$ cat config.mk
export PLATFORM = sky130hd
export DESIGN_NAME = axi_rd_arbiter
export DESIGN_NICKNAME = d
export VERILOG_FILES = /design/src/rtl/axi_rd_arbiter.sv
export SDC_FILE = /design/constraint.sdc
export NUM_CORES = 1
export LEC_CHECK = 0
export CAP_MARGIN = 20
export CORE_UTILIZATION = 28
export CTS_CLUSTER_DIAMETER = 100
export DETAILED_ROUTE_END_ITERATION = 6
export MAX_ROUTING_LAYER = met4
export PLACE_DENSITY = 0.92
export SKIP_LAST_GASP = 1
export SYNTH_ARGS = -nofsm -noshare
export SYNTH_HDL_FRONTEND = slang
export SYNTH_SLANG_ARGS = --single-unit
$ cat constraint.sdc
create_clock -name clk -period 1.55 [get_ports clk]
set_input_delay 0.155 -clock clk [delete_from_list [all_inputs] [get_ports clk]]
set_output_delay 0.155 -clock clk [all_outputs]
set_load 0.02 [all_outputs]
$ cat src/rtl/axi_rd_arbiter.sv
// Round-robin AXI4 read-channel arbiter: N masters share one DDR read port, one burst in flight.
// Define AXI_RD_ARB_FIXED_PRIO_EN for fixed lowest-index-wins priority instead of round-robin.
module axi_rd_arbiter #(
    parameter int unsigned N_MASTERS = 2,
    parameter int unsigned ADDR_W    = 32,
    parameter int unsigned DATA_W    = 32
) (
    input  logic                      clk,
    input  logic                      rst,
    input  logic [N_MASTERS-1:0]      m_arvalid,
    input  logic [N_MASTERS*ADDR_W-1:0] m_araddr,
    input  logic [N_MASTERS*8-1:0]    m_arlen,
    output logic [N_MASTERS-1:0]      m_arready,
    output logic [N_MASTERS-1:0]      m_rvalid,
    input  logic [N_MASTERS-1:0]      m_rready,
    output logic [DATA_W-1:0]         m_rdata,
    output logic                      m_rlast,
    output logic                      s_arvalid,
    output logic [ADDR_W-1:0]         s_araddr,
    output logic [7:0]                s_arlen,
    input  logic                      s_arready,
    input  logic                      s_rvalid,
    output logic                      s_rready,
    input  logic [DATA_W-1:0]         s_rdata,
    input  logic                      s_rlast,
    output logic [N_MASTERS-1:0]      gnt,
    output logic                      len_err
);

    localparam int unsigned PTR_W = $clog2(N_MASTERS);

    typedef enum logic [1:0] {StIdle, StAddr, StData} state_t;

    state_t           state;
    logic [7:0]       beat_cnt;
    logic [7:0]       len_q;
    logic [PTR_W-1:0] gnt_idx;
    logic [PTR_W-1:0] win_idx;
    logic             win_valid;
    logic             beat;
    int unsigned      start;
    int unsigned      idx;

`ifdef AXI_RD_ARB_FIXED_PRIO_EN
    always_comb start = 0;
`else
    logic [PTR_W-1:0] rr_ptr;
    always_comb start = 32'(rr_ptr);
`endif

    // Scan from the highest offset down so the lowest offset from start wins.
    always_comb begin
        win_valid = 1'b0;
        win_idx   = '0;
        idx       = 0;
        for (int k = N_MASTERS - 1; k >= 0; k--) begin
            idx = (start + unsigned'(k)) % N_MASTERS;
            if (m_arvalid[idx[PTR_W-1:0]]) begin
                win_valid = 1'b1;
                win_idx   = idx[PTR_W-1:0];
            end
        end
    end

    always_comb begin
        gnt_idx  = '0;
        s_araddr = '0;
        s_arlen  = '0;
        for (int i = 0; i < N_MASTERS; i++) begin
            if (gnt[i]) begin
                gnt_idx  = PTR_W'(i);
                s_araddr = m_araddr[i*ADDR_W +: ADDR_W];
                s_arlen  = m_arlen[i*8 +: 8];
            end
        end
    end

    always_comb begin
        s_arvalid = (state == StAddr) && |(m_arvalid & gnt);
        m_arready = (state == StAddr && s_arready) ? gnt : '0;
        s_rready  = (state == StData) && |(m_rready & gnt);
        m_rvalid  = (state == StData && s_rvalid) ? gnt : '0;
        m_rdata   = (state == StData) ? s_rdata : '0;
        m_rlast   = (state == StData) ? s_rlast : 1'b0;
        beat      = s_rvalid && s_rready;
        len_err   = beat && (s_rlast != (beat_cnt == len_q));
    end

    always_ff @(posedge clk) begin
        if (rst) begin
            state    <= StIdle;
            gnt      <= '0;
            beat_cnt <= '0;
            len_q    <= '0;
`ifndef AXI_RD_ARB_FIXED_PRIO_EN
            rr_ptr   <= '0;
`endif
        end else begin
            unique case (state)
                StIdle: begin
                    if (win_valid) begin
                        gnt          <= '0;
                        gnt[win_idx] <= 1'b1;
                        state        <= StAddr;
                    end
                end
                StAddr: begin
                    // A master dropping arvalid here keeps its grant; nothing else may win.
                    if (s_arvalid && s_arready) begin
                        len_q    <= s_arlen;
                        beat_cnt <= '0;
                        state    <= StData;
                    end
                end
                StData: begin
                    if (beat) begin
                        beat_cnt <= (beat_cnt == 8'hff) ? 8'hff : beat_cnt + 8'd1;
                        if (s_rlast) begin
                            state <= StIdle;
                            gnt   <= '0;
`ifndef AXI_RD_ARB_FIXED_PRIO_EN
                            rr_ptr <= PTR_W'((32'(gnt_idx) + 1) % N_MASTERS);
`endif
                        end
                    end
                end
                default: state <= StIdle;
            endcase
        end
    end

endmodule

==> results of run 1 <==
==> cell families after synthesis <==
kind of cell / Yosys count / share of synthesized area
XOR/XNOR: 8 / 0.0378
flip-flops: 21 / 0.227
adder cells (fa/ha/maj): 1 / 0.00675
AO/OA/AOI/OAI: 88 / 0.366
buffers and inverters: 25 / 0.0729
AND/OR/NAND/NOR: 87 / 0.290
==> state kept, by name (all words and copies together), names as in the netlist <==
name and flops:
beat_cnt 8, state 2, rr_ptr 1, len_q 8
gnt 2
==> power by group through the flow <==
stage | clock, uW | combinational (uW) | sequential [uW]
finish | 374 | 956 | 555
global route | 394 | 1010 | 555
CTS | 372 | 875 | 554
detailed placement | 0 | 892 | 567
global placement | 0 | 875 | 567
floorplan | 0 | 302 | 571
==> worst min path at each step <==
stage,end,cells after the start
final,len_q[2],2
after global routing,len_q[2],2
after CTS,len_q[2],2
after floorplan,rr_ptr,1
after detailed placement,len_q[2],2
after global placement,len_q[7],2
==> repair_timing <==
action                                 in CTS  in global routing
setup buffers                               6                  9
setup endpoints to repair                  84                 71
pin swaps                                   3                 21
gates cloned                                2                  5
gates resized for setup                   288                 99
endpoints found under the hold margin       0                  0
==> metrics by stage <==
stage / std cells / hold slack (ns) / util / setup slack [ns] / TNS (ns)
after global placement: 529 / 0.480 / 0.657 / -0.378 / -8.96
after floorplan: 230 / 0.271 / - / 0.00401 / 0
after CTS: 541 / 0.503 / 0.662 / -0.203 / -1.98
final: 552 / 0.501 / 0.687 / -0.272 / -0.940
after global routing: 552 / 0.516 / 0.687 / -0.359 / -2.48
after detailed placement: 529 / 0.493 / 0.657 / -0.421 / -10.17
==> placed cells by master (no fill, tap or decap), types with 6 or more instances in the layout <==
cell	instances
a21oi_1	12
a22o_1	40
and2_1	36
buf_2	43
buf_4	48
buf_6	23
clkbuf_2	14
clkdlybuf4s50_1	120
dfxtp_1	14
dfxtp_2	6
nand2_1	13
nand3_1	7
o21ai_0	12
xnor2_1	8
==> worst max-delay path, stage by stage, from the launching register on <==
cell     delay [ns]
dfxtp_2        0.34
xnor2_1        0.16
nand4_1        0.17
o21ai_0        0.46
a21oi_4        0.12
buf_6          0.15
==> per-layer routing <==
| layer | vias to the layer above | share of wire | track usage |
|---|---|---|---|
| li1 | 1346 | - | - |
| met1 | 1331 | 0.36 | 0.249 |
| met2 | 168 | 0.57 | 0.493 |
| met3 | 19 | 0.056 | 0.0358 |
| met4 | 0 | 0.020 | 0.0674 |
| met5 | - | 0 | - |
==> cell type report <==
cell class	instances	share of cell area
clock inverter	1	0.00171
tap	77	0.0220
multi-input combinational	184	0.326
timing repair buffer	263	0.539
clock buffer	3	0.00942
sequential	21	0.0985
inverter	3	0.00257
==> flow_summary.ini, run 1 <==
[run_status]
status = complete, but fails checks
failed_checks = setup timing

[power]
power.density_mw_per_mm2 = 430
clockPowerShare = 0.199
p_sw_frac = 0.312
power_uw = 1880
vdd.ir_drop.worst_mv = 0.338
comb_power_share = 0.507
switchingPower_uw = 588
p_int_uw = 1300
p_leak_uw = 0.00194
power_frac_seq = 0.294

[critical_path]
critPathCapture = len_err
r2r_slack_ns = -0.03
worst-r2r-cell-count = 6
start_kind = register
path_class = reg2out
cp-startpoint = beat_cnt[1]
required_ns = 1.39
crit_arrival_ns = 1.67
worstSetupEndpointType = output port
critPathMaxFanout = 2
r2r-start = gnt[0]
r2r-end = beat_cnt[4]

[routing]
vias = 2864
totalWireLength_um = 9640
drcViolationCount = 0
drt_iter0_markers = 208
viasPerCell = 5.19
firstDrtPassIters = 4
ant_nets = 0
wire_per_inst_um = 17.5

[clock_tree]
cts.htree.levels = 1
clk_latency_ns = 0.27
cts_inserted_buffers = 3
cts_tree = done
postCtsHoldBufs = 0
clk_pin_slew_worst_paths_ns = 0.09
clockBufferDepth = 2
root_buffer = clkbuf_8
clock-sinks = 21

[synthesis]
ys_warn_count = 0
yosysTopAreaCellShare = 0.227
synth_top_cells_by_count = 41 x a22o_1, 36 x and2_1, 21 x dfxtp_1
synth.area.top_cells = dfxtp_1 23%, a22o_1 19%, and2_1 12%
syn_avg_cell_area_sq_um = 8.06
synth-seq-area-share = 0.227
synth.net_count = 352
async_flop_share = 0
ys.flop_type = dfxtp_1
synth_edf_count = 0
postSynthCellCount = 230
yosysMostFrequentCell = a22o_1
yosysUniqueCellTypes = 49
ys_ff_latch = 21
yosys.area.top_type = dfxtp_1
syn_area_sq_mm = 0.00185

[timing]
setup_viol = 15
final_hold_viol_count = 0
rsz0062_at_grt = true
layout_setup_ws_ns = -0.272
slew_violations = 0
finClkSkew_ns = 0.0145
fmaxAchievable_ghz = 0.549
worst_slew_pin_slew_ns = 0.512
period_minus_slack_ns = 1.82
slew_headroom = 0.655
period_share = 1.18

[placed_design]
place.gp.congestion = 0.912
dp_hpwl_um = 6770
port_buffers = 202
place_area_sq_mm = 0.00419

[final_layout]
area_growth_syn_to_layout_pct = 136
multiInputGateArea_sq_mm = 0.00143
fin_area_sq_mm = 0.00438
finalNetCount = 598
seqCellArea_sq_um = 432
drive_gt1_frac = 0.383
fillers = 478
antenna_cells = 0

[global_routing]
grt_usage = 0.248
grt_max_degree = 34
overflow = 0
first_global_vias = 2832
antenna_found_initial = 0
grt_pass1_wl_um = 13800

[floorplanning]
die_area_sq_mm = 0.00695
core_area_sq_mm = 0.00639
die_y_um = 83.4
num_rows = 29
die_x_um = 83.4
pin_count = 203
start_util = 0.290

[min_path]
hp-class = reg2reg
min-delay-start = len_q[2]

[run]
cap_violations = 0
Power figures use the tool's default switching activity.
==> run 2, diff against run 1 <==
--- a/config.mk
+++ b/config.mk
@@ -5,12 +5,12 @@
 export SDC_FILE = /design/constraint.sdc
 export NUM_CORES = 1
 export LEC_CHECK = 0
-export CAP_MARGIN = 20
+export CAP_MARGIN = 15
 export CORE_UTILIZATION = 28
 export CTS_CLUSTER_DIAMETER = 100
 export DETAILED_ROUTE_END_ITERATION = 6
 export MAX_ROUTING_LAYER = met4
-export PLACE_DENSITY = 0.92
+export PLACE_DENSITY = 0.87
 export SKIP_LAST_GASP = 1
 export SYNTH_ARGS = -nofsm -noshare
 export SYNTH_HDL_FRONTEND = slang
==> run 2 against run 1 <==
Net effect: critical endpoint unchanged; final area is 0.37% lower; the run still ends with setup timing left; sequential share of layout area is 0.12 points higher; worst setup slack better by 0.13 ns; first-iteration DRC count is 36% lower; routed wire length is 7.3% lower; hold slack worse by 0.0019 ns; clock power is 3% lower; sequential power hardly changed.
==> flow_summary.ini, run 2 (synthesis gave the netlist of run 1 again) <==
[run_status]
status = complete, but fails checks
failed_checks = setup timing

[critical_path]
path_class = reg2out
worstSetupEndpointType = output port
crit_arrival_ns = 1.54
start_kind = register
critPathMaxFanout = 2
required_ns = 1.39

[routing]
vias = 2822
drcViolationCount = 0
ant_nets = 0
firstDrtPassIters = 4
wire_per_inst_um = 16.0
drt_iter0_markers = 134
viasPerCell = 5.06
totalWireLength_um = 8940

[timing]
period_share = 1.09
setup_viol = 11
rsz0062_at_grt = true
slew_violations = 0
slew_headroom = 0.790
worst_slew_pin_slew_ns = 0.314
whs_ns = 0.499
final_hold_viol_count = 0
period_minus_slack_ns = 1.70
layout_setup_ws_ns = -0.145
fmaxAchievable_ghz = 0.590
finClkSkew_ns = 0.00489

[clock_tree]
cts_inserted_buffers = 3
cts_tree = done
root_buffer = clkbuf_8
cts.htree.levels = 1
clockBufferDepth = 2
clk_pin_slew_worst_paths_ns = 0.08
clk_latency_ns = 0.26
postCtsHoldBufs = 0
clock-sinks = 21

[final_layout]
area_growth_syn_to_layout_pct = 136
fillers = 529
antenna_cells = 0
finalNetCount = 604
drive_gt1_frac = 0.393
layout_common_cells = 120 x clkdlybuf4s50_1, 49 x buf_4, 45 x buf_2
final_cells = 558
mostFrequentLayoutCell = clkdlybuf4s50_1
fin_area_sq_mm = 0.00437
fin_util = 0.684
reg_top3 = beat_cnt x8, len_q x8

[min_path]
hp-class = reg2reg

[floorplanning]
core_area_sq_mm = 0.00639
die_y_um = 83.4
start_util = 0.290
die_area_sq_mm = 0.00695
die_x_um = 83.4
num_rows = 29
pin_count = 203

[placed_design]
port_buffers = 202
dp.cells = 530
dp_hpwl_um = 6530
place_area_sq_mm = 0.00420
post-place-ws_ns = -0.316
place.gp.congestion = 0.886

[power]
power.density_mw_per_mm2 = 431
vdd.ir_drop.worst_mv = 0.330
p_leak_uw = 0.00197

[global_routing]
overflow = 0
grt_max_degree = 42
grt_pass1_wl_um = 13000
first_global_vias = 2791
antenna_found_initial = 0
grt_usage = 0.233

[run]
cap_violations = 0
run 2: changes by cell type in the layout (fill, tap and decap cells not counted), sizes merged:
| cell | previous run | this run |
|---|---|---|
| clkbuf | 20 | 25 |
| clkdlybuf4s15 | 4 | 2 |
| buf | 120 | 121 |
| bufbuf | 0 | 1 |
| clkinv | 0 | 1 |
| clkinvlp | 1 | 0 |
| nor2 | 8 | 9 |
run 2: repair_timing:
action / CTS / global route
gates resized for setup: 262 / 109
pin swaps: 9 / 26
buffers inserted: 8 / 8
setup endpoints to repair: 87 / 89
gates cloned: 4 / 5
run 2: area by class of cell:
| cell class | instances | area, sq um | share of cell area |
|---|---|---|---|
| repair buffers | 268 | 2360 | 0.540 |
| well taps | 77 | 96.3 | 0.0221 |
| clock inverters | 1 | 5.00 | 0.00115 |
| inverters | 3 | 11.3 | 0.00258 |
| multi-input cells | 185 | 1420 | 0.325 |
| flip-flops and latches | 21 | 435 | 0.0997 |
| clock buffers | 3 | 41.3 | 0.00945 |
run 2: final timing paths:
| path | startpoint | to | slack [ns] | cells after the start |
|---|---|---|---|---|
| setup / recovery | beat_cnt[0] | len_err | -0.15 | 5 |
| hold / removal | len_q[0] | len_q[0] | 0.50 | 2 |
| setup reg to reg | gnt[1] | beat_cnt[3] | 0.01 | 8 |
| hold reg to reg | len_q[0] | len_q[0] | 0.50 | 2 |
run 2: critical path, stage by stage (launching register included):
cell and delay, ns:
dfxtp_2 0.33, xnor2_1 0.16, nand4_1 0.13, or3_1 0.36
a21oi_1 0.13, buf_4 0.16
run 2: per-stage QoR:
step	setup TNS, ns	power [uW]
floorplan	0	872
global placement	-9.66	1440
detailed placement	-11.28	1460
CTS	-2.50	1850
global route	-1.32	1970
finish	-0.396	1880
run 2: metal layers:
metal / global-route usage / vias to the layer above / part of all wire
met4: 0.0533 / 0 / 0.011
met2: 0.464 / 137 / 0.57
met1: 0.236 / 1313 / 0.36
met3: 0.0338 / 12 / 0.059
met5: - / - / 0
li1: - / 1360 / -
run 2: power breakdown:
part	internal (uW)	total, uW	switching, uW
Clock	179	363	183
Combinational	584	968	384
Sequential	547	553	6.19
Total	1310	1880	573
